--- src/rtl/uart_rx_fifo.sv ---
// uart_rx_fifo
//   Receive-side byte FIFO between the asynchronous receiver and the APB
//   register block. Bytes are captured on the receiver's active-low write
//   strobe. They are held in first-word-fall-through order, so the head
//   entry is always visible on rx_data. The block reports occupancy,
//   full/empty status and a sticky overflow flag.
//
//   Build option: define UART_RX_FIFO_PARITY_TAG_EN to store the receiver
//   parity flag with each byte and expose it on rx_data_parity_err.
//
// Ports
//   clk                 system clock, rising edge
//   reset_n             asynchronous active-low reset
//   fifo_write          active-low write strobe, one write per low cycle
//   rx_byte[7:0]        byte to store
//   parity_err          parity flag stored with the byte (option only)
//   read_rx_byte        one-cycle pop pulse
//   flush               synchronous clear of pointers, count and overflow
//   rx_data[7:0]        head entry, 8'h00 when empty
//   rx_data_parity_err  parity flag of head entry (option only), 0 when empty
//   receive_full        FIFO non-empty
//   fifo_full           occupancy equals depth
//   fifo_count          occupancy, 0..depth
//   overflow            sticky, set when a write is dropped
module uart_rx_fifo #(
    parameter int DEPTH_LOG2 = 4
) (
    input  logic                  clk,
    input  logic                  reset_n,
    input  logic                  fifo_write,
    input  logic [7:0]            rx_byte,
    input  logic                  parity_err,
    input  logic                  read_rx_byte,
    input  logic                  flush,
    output logic [7:0]            rx_data,
`ifdef UART_RX_FIFO_PARITY_TAG_EN
    output logic                  rx_data_parity_err,
`endif
    output logic                  receive_full,
    output logic                  fifo_full,
    output logic [DEPTH_LOG2:0]   fifo_count,
    output logic                  overflow
);

    localparam int DEPTH = 1 << DEPTH_LOG2;
    localparam logic [DEPTH_LOG2:0]   DEPTH_CNT = (DEPTH_LOG2+1)'(DEPTH);
    localparam logic [DEPTH_LOG2:0]   CNT_ONE   = (DEPTH_LOG2+1)'(1);
    localparam logic [DEPTH_LOG2-1:0] PTR_ONE   = DEPTH_LOG2'(1);

`ifdef UART_RX_FIFO_PARITY_TAG_EN
    localparam int ENTRY_W = 9;
`else
    localparam int ENTRY_W = 8;
`endif

    logic [ENTRY_W-1:0]    mem [DEPTH];
    logic [DEPTH_LOG2-1:0] wr_ptr;
    logic [DEPTH_LOG2-1:0] rd_ptr;
    logic [DEPTH_LOG2:0]   count;
    logic                  overflow_q;

    logic                  empty;
    logic                  full;
    logic                  wr_req;
    logic                  pop;
    logic                  wr_en;
    logic                  drop;
    logic [ENTRY_W-1:0]    wr_entry;
    logic [ENTRY_W-1:0]    head;

    assign empty  = (count == '0);
    assign full   = (count == DEPTH_CNT);
    assign wr_req = ~fifo_write;
    // A pop on an empty FIFO is ignored outright.
    assign pop    = read_rx_byte & ~empty;
    // When full, a same-cycle pop frees the slot the new byte lands in.
    assign wr_en  = wr_req & (~full | pop);
    assign drop   = wr_req & full & ~pop;

`ifdef UART_RX_FIFO_PARITY_TAG_EN
    assign wr_entry = {parity_err, rx_byte};
`else
    logic unused_parity_err;
    assign unused_parity_err = parity_err;
    assign wr_entry = rx_byte;
`endif

    // Storage array: data only, no reset. Flush leaves contents in place
    // but blocks the same-cycle write so the pointers stay consistent.
    always_ff @(posedge clk) begin
        if (wr_en && !flush) begin
            mem[wr_ptr] <= wr_entry;
        end
    end

    always_ff @(posedge clk or negedge reset_n) begin
        if (!reset_n) begin
            wr_ptr     <= '0;
            rd_ptr     <= '0;
            count      <= '0;
            overflow_q <= 1'b0;
        end else if (flush) begin
            wr_ptr     <= '0;
            rd_ptr     <= '0;
            count      <= '0;
            overflow_q <= 1'b0;
        end else begin
            if (wr_en) begin
                wr_ptr <= wr_ptr + PTR_ONE;
            end
            if (pop) begin
                rd_ptr <= rd_ptr + PTR_ONE;
            end
            // Simultaneous write and pop leaves the count unchanged.
            case ({wr_en, pop})
                2'b10:   count <= count + CNT_ONE;
                2'b01:   count <= count - CNT_ONE;
                default: count <= count;
            endcase
            // A dropped write wins over a same-cycle clearing read.
            if (drop) begin
                overflow_q <= 1'b1;
            end else if (read_rx_byte) begin
                overflow_q <= 1'b0;
            end
        end
    end

    assign head         = mem[rd_ptr];
    assign rx_data      = empty ? 8'h00 : head[7:0];
`ifdef UART_RX_FIFO_PARITY_TAG_EN
    assign rx_data_parity_err = empty ? 1'b0 : head[8];
`endif
    assign receive_full = ~empty;
    assign fifo_full    = full;
    assign fifo_count   = count;
    assign overflow     = overflow_q;

endmodule

--- config.mk ---
export PLATFORM = sky130hd
export DESIGN_NAME = uart_rx_fifo
export DESIGN_NICKNAME = d
export VERILOG_FILES = /design/src/rtl/uart_rx_fifo.sv
export SDC_FILE = /design/constraint.sdc
export NUM_CORES = 1
export LEC_CHECK = 0
export BUFFER_PORTS_ARGS = -buffer_cell sky130_fd_sc_hd__buf_4
export CORE_MARGIN = 2
export CORE_UTILIZATION = 30
export DETAILED_ROUTE_END_ITERATION = 8
export PLACE_DENSITY = 0.57
export SYNTH_ARGS = -nofsm -noshare
export SYNTH_HDL_FRONTEND = slang
export SYNTH_SLANG_ARGS = --single-unit
--- constraint.sdc ---
create_clock -name clk -period 4.1 [get_ports clk]
set_input_delay 0.82 -clock clk [delete_from_list [all_inputs] [get_ports clk]]
set_output_delay 0.82 -clock clk [all_outputs]
set_load 0.005 [all_outputs]
==> run_results.csv, run 1 <==
group,metric,value,unit
die,initial_core_util,30.6,%
die,ios,30,
sta,layout_min_cycle_time,3.44,ns
setup_path,startpoint_type,"register",
cells_and_area,regArea,4200,um2
detailed_routing,vias,3054,
global_route,overflow,0,
power,clockPowerShare,37.0,%
job,maxCapViolCount,0,
cells_and_area,syn2layout_area_growth,17.7,%
setup_path,crit_buf_inv,1,
global_route,grt_pass1_wl,18400,um
power,vdd_drop_max,332,uV
detailed_routing,dr.first_iter.drc_count,210,
setup_path,crit_cells,5,
power,p_int,0.00292,W
power,leakagePower,2.30,nW
setup_path,worstSetupPathType,"register to primary output",
global_route,grt_pass1_vias,3276,
detailed_routing,drc_errors,0,
status,status,"finished, final reports clean",
synthesis,synth_cells,330,
die,rows,51,
cts,cts_htree_levels,4,
die,die-area,21000,um2
sta,tightest_slew,0.999,ns
cells_and_area,nets,386,
sta,finalSetupTns,0,ns
synthesis,synth-seq-cells,142,
synthesis,synthFlopType,"edfxtp_1",
cts,clk_path_buf_depth,2,
detailed_routing,viasPerCell,4.76,
setup_path,worst_r2r_path_depth,10,
cts,cts_num_sinks,142,
placed_design,place_inst,609,
setup_path,path_common_cell,"a211oi_1",
cts,cts_setup_buffers,0,
setup_path,slowest_stage,"dfrtp_1",
setup_path,r2r-end,"fifo_count[4]$_DFFE_PN0P_",
setup_path,cp.required,3.28,ns
sta,rsz0062_at_grt,"false",
die,core,19500,um2
synthesis,yosysSeqAreaShare,70.4,%
global_route,antenna_found_initial,0,
cts,root_buffer,"clkbuf_16",
global_route,grt_max_degree,22,
die,die_y,145,um
synthesis,syn_area,5960,um2
placed_design,gp_congestion,0.771,
synthesis,synth_top_area_share,64.5,%
cells_and_area,antenna_cells,0,
power,finalPower,0.00399,W
sta,fmax,291,MHz
synthesis,yosys.area.top_type,"edfxtp_1",
placed_design,dp_hpwl,7470,um
die,dieWidth,145,um
global_route,grt_usage,11.7,%
detailed_routing,routed_wl,11500,um
detailed_routing,dr.pass1.iters,6,
setup_path,end_kind,"primary output",
synthesis,async_flop_share,9.86,%
synthesis,yosysUniqueCellTypes,43,
cells_and_area,fill_cells,1811,
setup_path,critPathMaxFanout,17,
detailed_routing,wl_per_cell,18.0,um
cts,cts.reportedPaths.clkPinSlew,0.06,ns
sta,finalCritPeriodShare,83.8,%
detailed_routing,ant_nets,0,
cells_and_area,drive_gt1_share,27.1,%
sta,setup_viol,0,
power,p_per_area,568,nW/um2
synthesis,synth-edff-count,128,
sta,slew_viol_final,0,
setup_path,path_delay_family,"flip-flops",
placed_design,port_buffers,28,
setup_path,critPathArrivalTime,2.62,ns
power,sw_frac_of_total,26.7,%
sta,slew_headroom,33.2,%
min_path,worstHoldPathType,"input port to async pin",
cells_and_area,fin_cells,641,
power,p_switching,0.00106,W
cts,tritoncts.num_buffers,17,
cts,postCtsHoldBufs,0,
synthesis,syn_nets,353,
cts,cts.repair.resized,0,
setup_path,r2r-start,"fifo_count[1]$_DFFE_PN0P_",
cts,cts_tree,"done",
setup_path,crit_chain,"mux4_2, nor2b_1, a211oi_1, a211oi_1, buf_4",
setup_path,rrSetupSlack,0.85,ns
sta,clock_skew,0.00639,ns
cts,clk_latency,0.41,ns
cells_and_area,multi_input_area,1640,um2
synthesis,yosys-top-cells-area,"edfxtp_1 64%, mux4_2 12%, dfrtp_1 5.9%",
synthesis,syn_avg_cell_area,18.1,um2
synthesis,ys_warn_count,0,
power,p_seq_share,43.0,%
setup_path,slowest_delay,0.94,ns
power,combPwrFrac,20.0,%
sta,hold_viol,0,
-- power groups by stage --
stage | Clock (W) | Combinational (W) | Sequential (W)
2_1_floorplan | 0 | 0.000574 | 0.00168
3_3_place_gp | 0 | 0.000792 | 0.00175
3_5_place_dp | 0 | 0.000806 | 0.00175
4_1_cts | 0.00151 | 0.000808 | 0.00172
5_1_grt | 0.00157 | 0.000877 | 0.00173
6_report | 0.00147 | 0.000797 | 0.00172
-- placed cells by master, fill, tap and decap left out, types with 2 or more instances in the layout --
cell / Yosys / final
a211oi_1: 17 / 17
a21oi_1: 4 / 4
and3_1: 7 / 7
buf_4: 3 / 33
bufinv_16: 0 / 2
clkbuf_16: 0 / 17
clkinv_1: 0 / 2
clkinv_2: 0 / 2
clkinv_4: 0 / 3
clkinvlp_4: 0 / 3
dfrtp_1: 14 / 13
edfxtp_1: 128 / 128
ha_1: 8 / 8
inv_1: 8 / 8
inv_6: 0 / 2
mux2_1: 3 / 3
mux2i_1: 10 / 10
mux4_2: 32 / 32
nand2_1: 7 / 7
nand3_1: 4 / 4
nand3b_1: 2 / 2
nor2_1: 23 / 23
nor2b_1: 11 / 11
nor3_1: 3 / 3
o211ai_1: 2 / 2
or4_1: 2 / 2
xnor2_1: 2 / 2
xor2_1: 5 / 5
-- through the flow --
step | setup WS [ns] | instance area, um2 | util, % | hold WS (ns)
global placement | 0.924 | 6440 | 33.1 | 0.560
floorplan | 1.27 | 5960 | - | 0.524
CTS | 0.612 | 7020 | 36.1 | 0.238
global route | 0.446 | 7020 | 36.1 | 0.238
finish | 0.664 | 7020 | 36.1 | 0.251
detailed placement | 0.880 | 6440 | 33.1 | 0.551
-- Yosys cell counts, types with 2 or more instances --
master and n:
and3_1 7, nand3_1 4, nor3_1 3, o211ai_1 2, nor2_1 23, clkbuf_1 9
nor2b_1 11, dfrtp_1 14, nand2_1 7, nand3b_1 2, a211oi_1 17, mux2i_1 10
or4_1 2, xor2_1 5, ha_1 8, xnor2_1 2, buf_4 3, edfxtp_1 128
a21oi_1 4, buf_2 6, inv_1 8, mux4_2 32, mux2_1 3
-- kinds of logic after synthesis --
group / after synthesis / synth area share, %
flip-flops: 142 / 70.4
AND/OR/NAND/NOR: 67 / 5.90
multiplexers: 45 / 14.3
AO/OA/AOI/OAI: 32 / 4.16
buffers and inverters: 28 / 2.20
adder cells (fa/ha/maj): 9 / 2.02
XOR/XNOR: 7 / 1.03
-- flip-flops by register name (all words and copies together), names as in the netlist --
register / count
overflow: 1
wr_ptr: 4
rd_ptr: 4
mem: 128
fifo_count: 5
-- worst register-to-register path: cells and delay by family, from the launching register on --
kind                       cells  cell delay [ns]
AOI/OAI and AO/OA              3             0.72
adders and majority gates      1             0.32
buffers and inverters          2             0.19
DFF                            1             0.45
and+or+nand+nor                4             1.44
-- how the worst max path moves through the flow --
stage / startpoint / to / slack (ns)
detailed placement: fifo_count[1]$_DFFE_PN0P_ / fifo_count[4]$_DFFE_PN0P_ / 0.88
global route: rd_ptr[0]$_DFFE_PN0P_ / rx_data[1] / 0.45
finish: rd_ptr[3]$_DFFE_PN0P_ / rx_data[0] / 0.66
global placement: fifo_count[0]$_DFFE_PN0P_ / fifo_count[4]$_DFFE_PN0P_ / 0.92
floorplan: fifo_count[1]$_DFFE_PN0P_ / fifo_count[4]$_DFFE_PN0P_ / 1.27
CTS: rd_ptr[1]$_DFFE_PN0P_ / rx_data[0] / 0.61
-- cell type report --
type	instances	share of cell area [%]
Clock buffer	18	6.12
Inverter	9	0.481
Sequential cell	142	59.8
Multi-Input combinational cell	160	23.3
Tap cell	265	4.73
Clock inverter	14	2.05
Timing Repair Buffer	33	3.53
-- metal layers --
metal / track usage, % / wire (um) / vias to the layer above
met5: 0 / 0 / -
met4: 3.12 / 98 / 0
met3: 4.09 / 603 / 7
met2: 18.2 / 5510 / 78
met1: 15.6 / 5300 / 1587
li1: - / - / 1382
No activity file was read; power rests on OpenSTA's default activity.
==> inputs of run 2 (changes only) <==
- PLACE_DENSITY: 0.57 -> 0.58
- clock period: 4.1 -> 3.15 ns (I/O delays scaled with it)
==> run_results.csv, run 2 (synthesized netlist as in run 1, its figures left out) <==
group,metric,value,unit
detailed_routing,viasPerCell,4.63,
placed_design,post-place-ws,0.182,ns
cells_and_area,layout_commonest_cell,"edfxtp_1",
die,ios,30,
die,die_y,145,um
cts,postCtsHoldBufs,0,
sta,tightest_slew,0.754,ns
global_route,overflow,0,
die,rows,51,
cts,clk_latency,0.41,ns
global_route,grt_pass1_wl,18400,um
die,core,19500,um2
sta,hold_viol,0,
detailed_routing,drc_errors,0,
sta,clock_skew,0.00985,ns
cts,cts_tree,"done",
global_route,grt_pass1_vias,3283,
sta,setup_viol,0,
power,vdd_drop_max,455,uV
cts,cts_setup_buffers,0,
detailed_routing,vias,3031,
die,die-area,21000,um2
sta,slew_viol_final,0,
detailed_routing,routed_wl,11600,um
cells_and_area,nets,400,
placed_design,gp_congestion,0.781,
power,leakagePower,2.44,nW
setup_path,path_common_cell,"a211oi_1",
setup_path,critPathArrivalTime,2.41,ns
sta,layout_min_cycle_time,3.04,ns
placed_design,port_buffers,28,
cells_and_area,largest_reg_flops,128,
sta,rsz0062_at_grt,"false",
power,finalPower,0.00553,W
sta,finalSetupTns,0,ns
setup_path,slowest_stage,"a211oi_1",
cts,cts_num_sinks,142,
detailed_routing,dr.max_layer_used,"met4",
detailed_routing,ant_nets,0,
detailed_routing,wl_met3,583,um
die,initial_core_util,30.6,%
status,status,"finished, final reports clean",
global_route,grt_max_degree,33,
sta,finalCritPeriodShare,96.7,%
detailed_routing,routed-wl-met2,5780,um
sta,slew_headroom,49.7,%
cells_and_area,final_cell_mix,"128 x edfxtp_1, 44 x buf_4, 32 x mux4_2",
setup_path,r2r-start,"fifo_count[1]$_DFFE_PN0P_",
cells_and_area,syn2layout_area_growth,21.4,%
setup_path,crit_chain,"buf_12, mux4_2, nor2b_1, a211oi_1, a211oi_1, buf_4",
job,maxCapViolCount,0,
setup_path,crit_start,"rd_ptr[1]$_DFFE_PN0P_",
detailed_routing,wl_per_cell,17.7,um
cts,cts.reportedPaths.clkPinSlew,0.06,ns
cells_and_area,antenna_cells,0,
cts,clk_path_buf_depth,2,
setup_path,critPathMaxFanout,10,
cts,root_buffer,"clkbuf_16",
detailed_routing,dr.pass1.iters,4,
setup_path,end_kind,"primary output",
detailed_routing,m1WireLength,5160,um
setup_path,cp.required,2.52,ns
sta,fmax,328,MHz
cells_and_area,fill_cells,1799,
cts,cts_htree_levels,4,
cts,tritoncts.num_buffers,17,
cells_and_area,regArea,4200,um2
detailed_routing,dr.first_iter.drc_count,172,
setup_path,worstSetupPathType,"register to primary output",
min_path,worstHoldPathType,"input port to async pin",
setup_path,slowest_delay,0.55,ns
cells_and_area,multi_input_area,1640,um2
placed_design,dp_hpwl,7520,um
sta,worst_slack,0.105,ns
cells_and_area,drive_gt1_share,30.3,%
cells_and_area,top_register,"mem",
setup_path,startpoint_type,"register",
global_route,grt_usage,11.7,%
setup_path,crit_buf_inv,2,
power,p_per_area,765,nW/um2
global_route,antenna_found_initial,0,
die,dieWidth,145,um
setup_path,path_delay_family,"compound AO/OA/AOI/OAI gates",
==> run 2: cell types whose count changed in the layout (fill, tap and decap cells not counted), moves of 2 or more <==
cell and delta:
buf_12 +2, buf_4 +11, bufinv_16 +3, clkinv_1 -2, clkinv_4 -3, clkinvlp_4 -2
inv_6 +3, inv_8 +2
==> run 2: cell type report <==
cell class | instances | area share (%)
inverters | 9 | 0.467
well taps | 265 | 4.58
repair buffers | 47 | 5.27
multi-input cells | 160 | 22.6
clock buffers | 18 | 5.93
flip-flops and latches | 142 | 58.0
clock inverters | 14 | 3.16
==> run 2: what timing repair did <==
action | in CTS | in global routing
hold endpoints to repair | 0 | 0
endpoints found under the setup margin | 0 | 4
resized for setup | 0 | 2
==> run 2: power breakdown <==
part           switching [W]  internal (W)  leakage [nW]
sequential         0.0000831       0.00211          1.34
combinational       0.000560      0.000574         0.775
clock               0.000779       0.00143         0.320
total                0.00142       0.00411          2.44
==> run 2: stage by stage <==
step	util (%)	cells	hold slack, ns	instance area, um2
finish	37.2	655	0.0627	7240
global route	37.2	655	0.0530	7240
CTS	37.2	655	0.0489	7230
detailed placement	33.8	623	0.499	6570
global placement	33.8	623	0.493	6570
floorplan	-	330	0.334	5960
==> run 2: path summary, 6_finish.rpt <==
path	to	slack, ns	cells after the start
max in group asynchronous	rd_ptr[1]$_DFFE_PN0P_	2.88	1
setup reg to reg	fifo_count[4]$_DFFE_PN0P_	0.27	10
min in group clk	overflow$_DFFE_PN0P_	0.48	2
hold reg to reg	rd_ptr[3]$_DFFE_PN0P_	0.59	2
hold / removal	fifo_count[1]$_DFFE_PN0P_	0.06	1
setup / recovery	rx_data[0]	0.11	6
==> run 2: routing by layer <==
layer | vias to the layer above | global-route usage (%)
li1 | 1409 | -
met3 | 6 | 3.65
met5 | - | 0
met1 | 1548 | 15.4
met2 | 68 | 18.9
met4 | 0 | 2.97
==> inputs of run 3 (changes only) <==
- CORE_UTILIZATION: 30 -> 55
- PLACE_DENSITY: 0.58 -> 0.88
==> run_results.csv, run 3 (synthesized netlist as in run 1, its figures left out) <==
group,metric,value,unit
cts,clk_path_buf_depth,2,
setup_path,critPathArrivalTime,2.44,ns
cts,clk_latency,0.52,ns
sta,layout_min_cycle_time,3.07,ns
cts,cts_htree_levels,4,
power,leakagePower,2.43,nW
sta,finalCritPeriodShare,97.3,%
detailed_routing,ant_nets,0,
setup_path,slowest_stage,"mux4_2",
cells_and_area,final_cell_mix,"128 x edfxtp_1, 42 x buf_4, 32 x mux4_2",
cells_and_area,syn2layout_area_growth,19.4,%
die,die-area,11700,um2
sta,hold_viol,0,
global_route,grt_max_degree,33,
die,initial_core_util,55.7,%
global_route,grt_pass1_wl,17700,um
die,ios,30,
job,maxCapViolCount,0,
sta,setup_viol,0,
sta,slew_viol_final,0,
global_route,antenna_found_initial,0,
cts,tritoncts.num_buffers,17,
placed_design,dp_hpwl,7180,um
detailed_routing,wl_per_cell,22.3,um
setup_path,startpoint_type,"register",
placed_design,placed_area,6410,um2
global_route,grt_usage,21.8,%
setup_path,path_common_cell,"a211oi_1",
cts,cts.reportedPaths.clkPinSlew,0.06,ns
cells_and_area,fin_cells,528,
setup_path,cp.required,2.52,ns
min_path,hp-start,"read_rx_byte",
placed_design,post-place-ws,0.242,ns
cts,root_buffer,"clkbuf_8",
detailed_routing,dr.first_iter.drc_count,279,
sta,slew_headroom,52.0,%
status,status,"finished, final reports clean",
power,vdd_drop_max,467,uV
sta,tightest_slew,0.720,ns
die,die_y,108,um
placed_design,gp_congestion,0.809,
die,dieWidth,108,um
cells_and_area,largest_reg_flops,128,
cells_and_area,layout_commonest_cell,"edfxtp_1",
detailed_routing,dr.pass1.iters,5,
setup_path,critPathMaxFanout,20,
power,p_per_area,791,nW/um2
detailed_routing,viasPerCell,5.93,
global_route,overflow,0,
min_path,worstHoldPathType,"input port to register",
setup_path,slowest_delay,0.53,ns
cells_and_area,antenna_cells,0,
global_route,grt_pass1_vias,3222,
sta,rsz0062_at_grt,"false",
die,rows,38,
placed_design,place_inst,496,
setup_path,crit_start,"rd_ptr[1]$_DFFE_PN0P_",
cells_and_area,drive_gt1_share,29.4,%
cells_and_area,top_register,"mem",
detailed_routing,vias,3130,
setup_path,crit_chain,"buf_12, mux4_2, nor2b_1, a211oi_1, a211oi_1, buf_4",
detailed_routing,routed_wl,11800,um
sta,finalSetupTns,0,ns
cells_and_area,nets,399,
sta,fmax,326,MHz
sta,worst_slack,0.0837,ns
placed_design,port_buffers,28,
cells_and_area,final_area,7110,um2
setup_path,r2r-start,"fifo_count[1]$_DFFE_PN0P_",
sta,clock_skew,0.00750,ns
detailed_routing,drc_errors,0,
setup_path,end_kind,"primary output",
cts,cts_tree,"done",
cts,cts_num_sinks,142,
setup_path,worstSetupPathType,"register to primary output",
die,core,10700,um2
## run 3: changes by cell type in the layout (fill, tap and decap cells not counted), moves of 2 or more
| cell | change |
|---|---|
| clkinvlp_4 | +2 |
| inv_6 | -5 |
| buf_4 | -2 |
| inv_8 | -2 |
| bufinv_16 | +3 |
| clkbuf_1 | +2 |
## run 3: final cells by class
cell class / instances / area, um2
well taps: 140 / 175
fillers: 677 / 3580
multi-input cells: 160 / 1640
inverters: 9 / 33.8
repair buffers: 46 / 385
flip-flops and latches: 142 / 4200
clock buffers: 20 / 425
clock inverters: 11 / 263
## run 3: power by group
| part | internal (W) | switching (W) | total [W] |
|---|---|---|---|
| sequential | 0.00211 | 0.0000734 | 0.00218 |
| clock | 0.00160 | 0.000720 | 0.00232 |
| combinational | 0.000569 | 0.000557 | 0.00113 |
## run 3: worst max-delay path, delay by kind of cell, from the launching register on
kind                   cells  cell delay (ns)
muxes                      1             0.53
DFF                        1             0.41
buffers and inverters      2             0.40
and+or+nand+nor            1             0.14
AOI/OAI and AO/OA          2             0.42
## run 3: stage by stage
step                      hold WS [ns]  util [%]  total power (W)
final                            0.364      66.5          0.00563
after global routing             0.357      66.5          0.00583
after CTS                        0.335      66.5          0.00568
after detailed placement         0.495      60.0          0.00335
after global placement           0.490      60.0          0.00330
after floorplan                  0.334         -          0.00294
## run 3: path summary, 6_finish.rpt
kind | endpoint | slack (ns) | cells after the start
setup / recovery | rx_data[3] | 0.08 | 6
hold / removal | overflow$_DFFE_PN0P_ | 0.36 | 2
setup reg to reg | fifo_count[4]$_DFFE_PN0P_ | 0.32 | 10
hold reg to reg | overflow$_DFFE_PN0P_ | 0.58 | 2
max in group asynchronous | rd_ptr[3]$_DFFE_PN0P_ | 2.46 | 2
min in group asynchronous | overflow$_DFFE_PN0P_ | 0.49 | 2
## run 3: what timing repair did
action / CTS / global route
hold buffers: 1 / 0
endpoints found under the hold margin: 14 / 0
resized for setup: 0 / 2
endpoints found under the setup margin: 0 / 3
setup buffers: 0 / 0
## run 3: routing by layer
metal	track usage, %	part of all wire (%)
met3	6.03	5.7
met2	36.8	53
met5	0	0
met4	8.06	1.3
met1	27.1	40
